`src/rtl/mcu_link_tx_sched.sv`:
```
// MCU->ROCSTAR nibble-link scheduler: coincidences > special words > IDLE0..3 filler.
// One word per cycle, registered (1-cycle latency); specials gated by sp_ready, verdicts queue or drop.
module mcu_link_tx_sched #(
    parameter int COIN_DEPTH = 4,
    parameter int SP_GAP     = 4
) (
    input  logic        clk,
    input  logic        rst,
    input  logic        coin_valid,
    input  logic [1:0]  coin_type,
    input  logic        sp_valid,
    input  logic [15:0] sp_word,
    output logic        sp_ready,
    output logic [3:0]  to_rocstar,
    output logic        busy_sp,
    output logic [15:0] n_coin_sent,
    output logic [15:0] n_sp_sent,
    output logic [15:0] n_coin_drop
);

    localparam int AW = (COIN_DEPTH > 1) ? $clog2(COIN_DEPTH) : 1;
    localparam int CW = AW + 1;
    localparam int GW = (SP_GAP > 0) ? $clog2(SP_GAP + 1) : 1;
    localparam logic [CW-1:0] FULL_CNT = CW'(COIN_DEPTH);
    localparam logic [GW-1:0] GAP_INIT = GW'(SP_GAP);

    localparam logic [3:0] IDLE0 = 4'b0111;
    localparam logic [3:0] IDLE1 = 4'b1011;
    localparam logic [3:0] IDLE2 = 4'b1101;
    localparam logic [3:0] IDLE3 = 4'b1110;
    localparam logic [3:0] NCOIN = 4'b1001;
    localparam logic [3:0] PCOIN = 4'b0011;
    localparam logic [3:0] DCOIN = 4'b0110;
    localparam logic [3:0] SPECL = 4'b1100;

    typedef enum logic [2:0] {
        ST_IDLE,
        ST_SP_HDR,
        ST_SP_N3,
        ST_SP_N2,
        ST_SP_N1,
        ST_SP_N0
    } state_t;

    state_t          state, state_nxt;
    logic [1:0]      fifo_mem [COIN_DEPTH];
    logic [AW-1:0]   rd_ptr, wr_ptr;
    logic [CW-1:0]   fifo_cnt;
    logic            fifo_empty, fifo_full, fifo_pop, fifo_wr;
    logic            coin_push, coin_drop, coin_emit;
    logic [15:0]     sp_lat;
    logic [1:0]      idle_ph, idle_ph_nxt;
    logic [GW-1:0]   gap_cnt;
    logic            gap_dec, gap_load;
    logic [3:0]      word_nxt;
    logic            busy_nxt, sp_accept, sp_done;

    function automatic logic [3:0] coin_code(input logic [1:0] t);
        case (t)
            2'b01:   return PCOIN;
            2'b10:   return DCOIN;
            default: return NCOIN;
        endcase
    endfunction

    function automatic logic [3:0] idle_code(input logic [1:0] ph);
        case (ph)
            2'd0:    return IDLE0;
            2'd1:    return IDLE1;
            2'd2:    return IDLE2;
            default: return IDLE3;
        endcase
    endfunction

    assign fifo_empty = (fifo_cnt == '0);
    assign fifo_full  = (fifo_cnt == FULL_CNT);
    assign sp_ready   = (state == ST_IDLE) && fifo_empty && !coin_valid && (gap_cnt == '0);
    // A full FIFO still accepts a push when the head leaves in the same cycle.
    assign fifo_wr    = coin_push && (!fifo_full || fifo_pop);
    assign coin_drop  = coin_push && fifo_full && !fifo_pop;

    always_comb begin
        state_nxt   = state;
        word_nxt    = idle_code(idle_ph);
        busy_nxt    = 1'b0;
        idle_ph_nxt = idle_ph;
        fifo_pop    = 1'b0;
        coin_push   = 1'b0;
        coin_emit   = 1'b0;
        sp_accept   = 1'b0;
        sp_done     = 1'b0;
        gap_dec     = 1'b0;
        gap_load    = 1'b0;
        case (state)
            ST_IDLE: begin
                if (!fifo_empty) begin
                    fifo_pop    = 1'b1;
                    coin_push   = coin_valid;
                    coin_emit   = 1'b1;
                    word_nxt    = coin_code(fifo_mem[rd_ptr]);
                    idle_ph_nxt = 2'd0;
                end else if (coin_valid) begin
                    coin_emit   = 1'b1;
                    word_nxt    = coin_code(coin_type);
                    idle_ph_nxt = 2'd0;
                end else if (sp_valid && sp_ready) begin
                    sp_accept   = 1'b1;
                    word_nxt    = SPECL;
                    busy_nxt    = 1'b1;
                    idle_ph_nxt = 2'd0;
                    state_nxt   = ST_SP_N3;
                end else begin
                    gap_dec     = 1'b1;
                    idle_ph_nxt = idle_ph + 2'd1;
                end
            end
            ST_SP_HDR: begin
                word_nxt  = SPECL;
                busy_nxt  = 1'b1;
                coin_push = coin_valid;
                state_nxt = ST_SP_N3;
            end
            ST_SP_N3: begin
                word_nxt  = sp_lat[15:12];
                busy_nxt  = 1'b1;
                coin_push = coin_valid;
                state_nxt = ST_SP_N2;
            end
            ST_SP_N2: begin
                word_nxt  = sp_lat[11:8];
                busy_nxt  = 1'b1;
                coin_push = coin_valid;
                state_nxt = ST_SP_N1;
            end
            ST_SP_N1: begin
                word_nxt  = sp_lat[7:4];
                busy_nxt  = 1'b1;
                coin_push = coin_valid;
                state_nxt = ST_SP_N0;
            end
            ST_SP_N0: begin
                word_nxt    = sp_lat[3:0];
                busy_nxt    = 1'b1;
                coin_push   = coin_valid;
                sp_done     = 1'b1;
                gap_load    = 1'b1;
                // Never let the receiver see IDLE0 twice in a row.
                idle_ph_nxt = (sp_lat[3:0] == IDLE0) ? 2'd1 : 2'd0;
                state_nxt   = ST_IDLE;
            end
            default: state_nxt = ST_IDLE;
        endcase
    end

    always_ff @(posedge clk) begin
        if (rst) begin
            state       <= ST_IDLE;
            to_rocstar  <= IDLE3;
            busy_sp     <= 1'b0;
            idle_ph     <= 2'd0;
            sp_lat      <= '0;
            rd_ptr      <= '0;
            wr_ptr      <= '0;
            fifo_cnt    <= '0;
            gap_cnt     <= GAP_INIT;
            n_coin_sent <= '0;
            n_sp_sent   <= '0;
            n_coin_drop <= '0;
        end else begin
            state      <= state_nxt;
            to_rocstar <= word_nxt;
            busy_sp    <= busy_nxt;
            idle_ph    <= idle_ph_nxt;
            if (sp_accept)
                sp_lat <= sp_word;
            if (fifo_wr)
                wr_ptr <= wr_ptr + 1'b1;
            if (fifo_pop)
                rd_ptr <= rd_ptr + 1'b1;
            fifo_cnt <= fifo_cnt + CW'(fifo_wr) - CW'(fifo_pop);
            if (gap_load)
                gap_cnt <= GAP_INIT;
            else if (gap_dec && gap_cnt != '0)
                gap_cnt <= gap_cnt - 1'b1;
            if (coin_emit)
                n_coin_sent <= n_coin_sent + 16'd1;
            if (sp_done)
                n_sp_sent <= n_sp_sent + 16'd1;
            if (coin_drop)
                n_coin_drop <= n_coin_drop + 16'd1;
        end
    end

    always_ff @(posedge clk) begin
        if (fifo_wr)
            fifo_mem[wr_ptr] <= coin_type;
    end

endmodule
```
`config.mk`:
```
export PLATFORM = sky130hd
export DESIGN_NAME = mcu_link_tx_sched
export DESIGN_NICKNAME = d
export VERILOG_FILES = /design/src/rtl/mcu_link_tx_sched.sv
export SDC_FILE = /design/constraint.sdc
export NUM_CORES = 1
export LEC_CHECK = 0
export ABC_AREA = 1
export ABC_CLOCK_PERIOD_IN_PS = 3200
export CAP_MARGIN = 20
export CORE_AREA = 5 5 78 134
export DETAILED_ROUTE_END_ITERATION = 6
export DIE_AREA = 0 0 83 139
export GPL_ROUTABILITY_DRIVEN = 0
export PLACE_DENSITY = 0.79
export SYNTH_ARGS = -nofsm -noshare
export SYNTH_HDL_FRONTEND = slang
export SYNTH_SLANG_ARGS = --single-unit
```
`constraint.sdc`:
```
create_clock -name clk -period 3.2 [get_ports clk]
set_clock_uncertainty 0.15 [all_clocks]
set_input_delay 0.32 -clock clk [delete_from_list [all_inputs] [get_ports clk]]
set_output_delay 0.32 -clock clk [all_outputs]
set_load 0.1 [all_outputs]
```
==> results by stage <==
Synthesis:
- The primary flip-flop cell chosen by synthesis mapping is dfxtp_1.
- The synthesized design contains 8 enable-type register cells.
- Of the post-synthesis cell area, the dominant cell type holds 35.3%.
- The synthesized design spends more area on one cell type than any other, namely dfxtp_1.
- The number of unique standard cell types used by synthesis is 46.
- Yosys attributes the largest share of cell area to dfxtp_1 35%, nand2_1 13%, a21oi_1 6.2%, nor2_1 6.2%, inv_1 5.5%.
- The synthesized cell area is 0.00487 mm^2.
- The share of the yosys chip area belonging to registers is 40.3%.
- The number of flip-flops and latches in the synthesized netlist is 94.
- The number of instances in the synthesized netlist is 666.
- The total nets after synthesis is 708.
- The post-synthesis area per instance is 7.32 um^2.
- Yosys printed 0 warnings.
- In the synthesized netlist the async set-or-reset flop fraction comes to 0%.

Pwr:
- The worst-case IR drop observed on VDD is 0.355 mV.
- The analysis attributes to cell leakage a power of 2.37 nW.
- Dividing total power by cell area gives a power density of 610 mW/mm^2.

Clock tree:
- TritonCTS built the clock tree.
- After clock tree synthesis, the clock-pin slew on the worst setup and hold paths is 60 ps.
- The number of buffers created by CTS is 9.
- The H-tree generated during clock tree synthesis spans 3 levels.
- No sink is reached through more buffers than the 2 on the longest clock path.
- At the later pin of the worst-skew pair, clock insertion delay measures 340 ps.
- In this run, post-CTS hold repair placed 0 buffers.
- Counting every sink on the clock net gives 94.
- Clock tree synthesis selected as its root buffer the cell clkbuf_16.
- The number of gates resized after CTS is 0.
- In this run the post-CTS setup repair buffer count came out at 0.

Final layout:
- The area occupied by multi-input gates is 0.00251 mm^2.
- The signed area change from the synthesized netlist to the final layout is 20.8%.
- The layout cell share with drive strength beyond 1 is 14.7%.
- The library cells used most frequently in the layout, excluding fill and tap cells, are 169 x nand2_1, 86 x dfxtp_1, 80 x nor2_1, 71 x inv_1, 60 x a21oi_1.
- The number of filler cells placed in the layout is 880.
- The sequential cells in the finished layout cover a total of 0.00196 mm^2.
- The number of nets in the finished design is a little under 800.
- The library cell used most frequently in the layout, excluding fill and tap cells, is nand2_1.
- The number of antenna diodes in the final layout is 0.
- With fillers left out, the area of the finished cells amounts to 0.00589 mm^2.

Detailed routing:
- The DRC violation total after the first TritonRoute iteration is 222.
- After detailed routing, the number of remaining DRC violations is 0.
- After detailed routing, the average wire length per cell comes to roughly 13 um.
- The via density per instance is 5.28.
- The number of vias after detailed routing is 4571.
- The routed design has about 12000 um of wire.
- In this run the remaining antenna-violating nets after routing total 0.
- The count of TritonRoute iterations in the first routing pass is 6.

Flow run:
- Across the run, the number of max-cap violations was 0.

Place:
- The number of port buffers is 75.
- The post-detailed-placement cell area is 0.00560 mm^2.
- Summed over all nets, the half-perimeter wirelength after detailed placement is 8790 um.
- The post-place setup slack is approximately 380 ps.

Setup path:
- The worst register-to-register path has a setup slack of approximately 340 ps.
- The worst setup path is captured at a register.
- The data arrival time of the worst path is about 2900 ps.
- The maximum net fanout on the critical path is 9.
- The classification of the worst setup path is register to register.
- The required time of the critical path is around 3300 ps.
- The worst setup path is launched from a register.

Timing:
- Timing would allow up to around 350 MHz.
- The number of slew-limit violations in the final report came to 0.
- Setup repair after global routing left no endpoint under its margin.
- The final count of hold timing violations came to 0.
- The share of the cycle needed by the critical path after routing is 89.4%.
- The worst relative slew slack is a little over a third.
- In the final timing run, aggregate negative setup slack is 0 ps.
- The slew at the pin closest to its max-slew limit is about 960 ps.
- The worst setup margin is about 340 ps.
- The time the worst path needs with I/O delays and setup is 2860 ps.
- The setup violation total in the final timing report is 0.

Floorplanning:
- Once the floorplan was initialized, standard cells occupied 52.5% of the core.
- The die covers 0.0115 mm^2.
- The overall die height is 139 um.
- The floorplan step defined a core boundary enclosing between 0.009 and 0.01 mm^2.
- The I/O pin count is 76.
- The floorplan has 47 rows.
- The horizontal die dimension is 83 um.

Outcome:
- The run finished with clean final reports.

GRT:
- The first-pass GRT wire length is 19400 um.
- The via count of the first global-routing pass is 4377.
- For this run the aggregate overflow at the end of global routing stands at 0.
- The number of antenna violations at the first check in global routing is 0.
- Across every metal layer, demand over resource in global routing totals 20.3%.
- Entering global routing, the biggest net connects 46 pins.

Hold path:
- The tightest min-delay check is of the register to register type.
worst paths after layout:
| kind | cells after the start | startpoint | end |
|---|---|---|---|
| worst max-delay path | 14 | state[1]$_SDFFE_PP0P_ | fifo_cnt[2]$_SDFF_PP0_ |
| worst min-delay path | 2 | sp_lat[14]$_SDFFE_PP0P_ | sp_lat[14]$_SDFFE_PP0P_ |
| worst max register to register | 14 | state[1]$_SDFFE_PP0P_ | fifo_cnt[2]$_SDFF_PP0_ |
| worst min register to register | 2 | sp_lat[14]$_SDFFE_PP0P_ | sp_lat[14]$_SDFFE_PP0P_ |
state kept, by name (all words and copies together), names as in the netlist, named ones only:
name         flops
n_coin_drop     16
n_coin_sent     16
n_sp_sent       16
sp_lat          16
fifo_mem         8
to_rocstar       4
fifo_cnt         3
gap_cnt          3
state            3
idle_ph          2
rd_ptr           2
wr_ptr           2
busy_sp          1
cell usage after synthesis (4+ instances only):
cell and count:
nor2_4 4, o21ai_0 26, clkbuf_1 7, xor2_1 12, xnor2_1 4, ha_1 19
nand4_1 12, a21oi_2 10, inv_1 71, dfxtp_1 86, buf_2 5, nor3_1 8
nor2_1 80, nand2_1 169, nand3_1 31, nand2_2 12, edfxtp_1 8, a21oi_1 60
critical path: stages (launching register included):
cell      delay, ps
dfxtp_1         510
inv_4           100
nand2_1         110
nand2_1          80
nor2_2          250
nand2_4         100
nand3b_2        190
ha_1            260
inv_1            60
ha_1            130
inv_1            50
fa_1            380
xor2_1          160
o21ai_0         150
a21oi_1          60
logic make-up (layout without fill, tap and decap cells):
group	count (synthesis)	in the layout	synth area share, %
xor+xnor	16	16	2.88
fa+ha+maj	20	20	5.29
buf+inv	94	172	8.29
compound gates	112	112	13.1
flops	94	94	40.3
simple gates	330	330	30.2
metal layers:
metal  vias to the layer above  routed length (um)  track usage [%]
met1                      2122                4450             21.2
met3                        29                 425             3.21
met4                         0                 339             10.6
met2                       133                6380             38.2
li1                       2287                   -                -
met5                         -                   0                0
where the power goes:
group / switching (mW) / leakage (nW) / internal [mW]
combinational: 0.813 / 1.46 / 0.343
clock: 0.429 / 0.141 / 0.593
sequential: 0.0902 / 0.770 / 1.32
area by class of cell:
type / count / share of cell area (%)
Multi-Input combinational cell: 478 / 42.6
Sequential cell: 94 / 33.3
Timing Repair Buffer: 79 / 11.4
Inverter: 77 / 5.21
Clock buffer: 13 / 4.61
Tap cell: 122 / 2.59
Clock inverter: 3 / 0.298
per-stage QoR:
step	total power, mW	hold slack (ps)	util, %	cells
global route	3.81	341	63.3	866
global placement	2.54	295	60.2	850
finish	3.59	309	63.3	866
floorplan	2.31	269	-	666
CTS	3.62	313	63.3	866
detailed placement	2.59	303	60.2	850
Power figures use the tool's default switching activity.
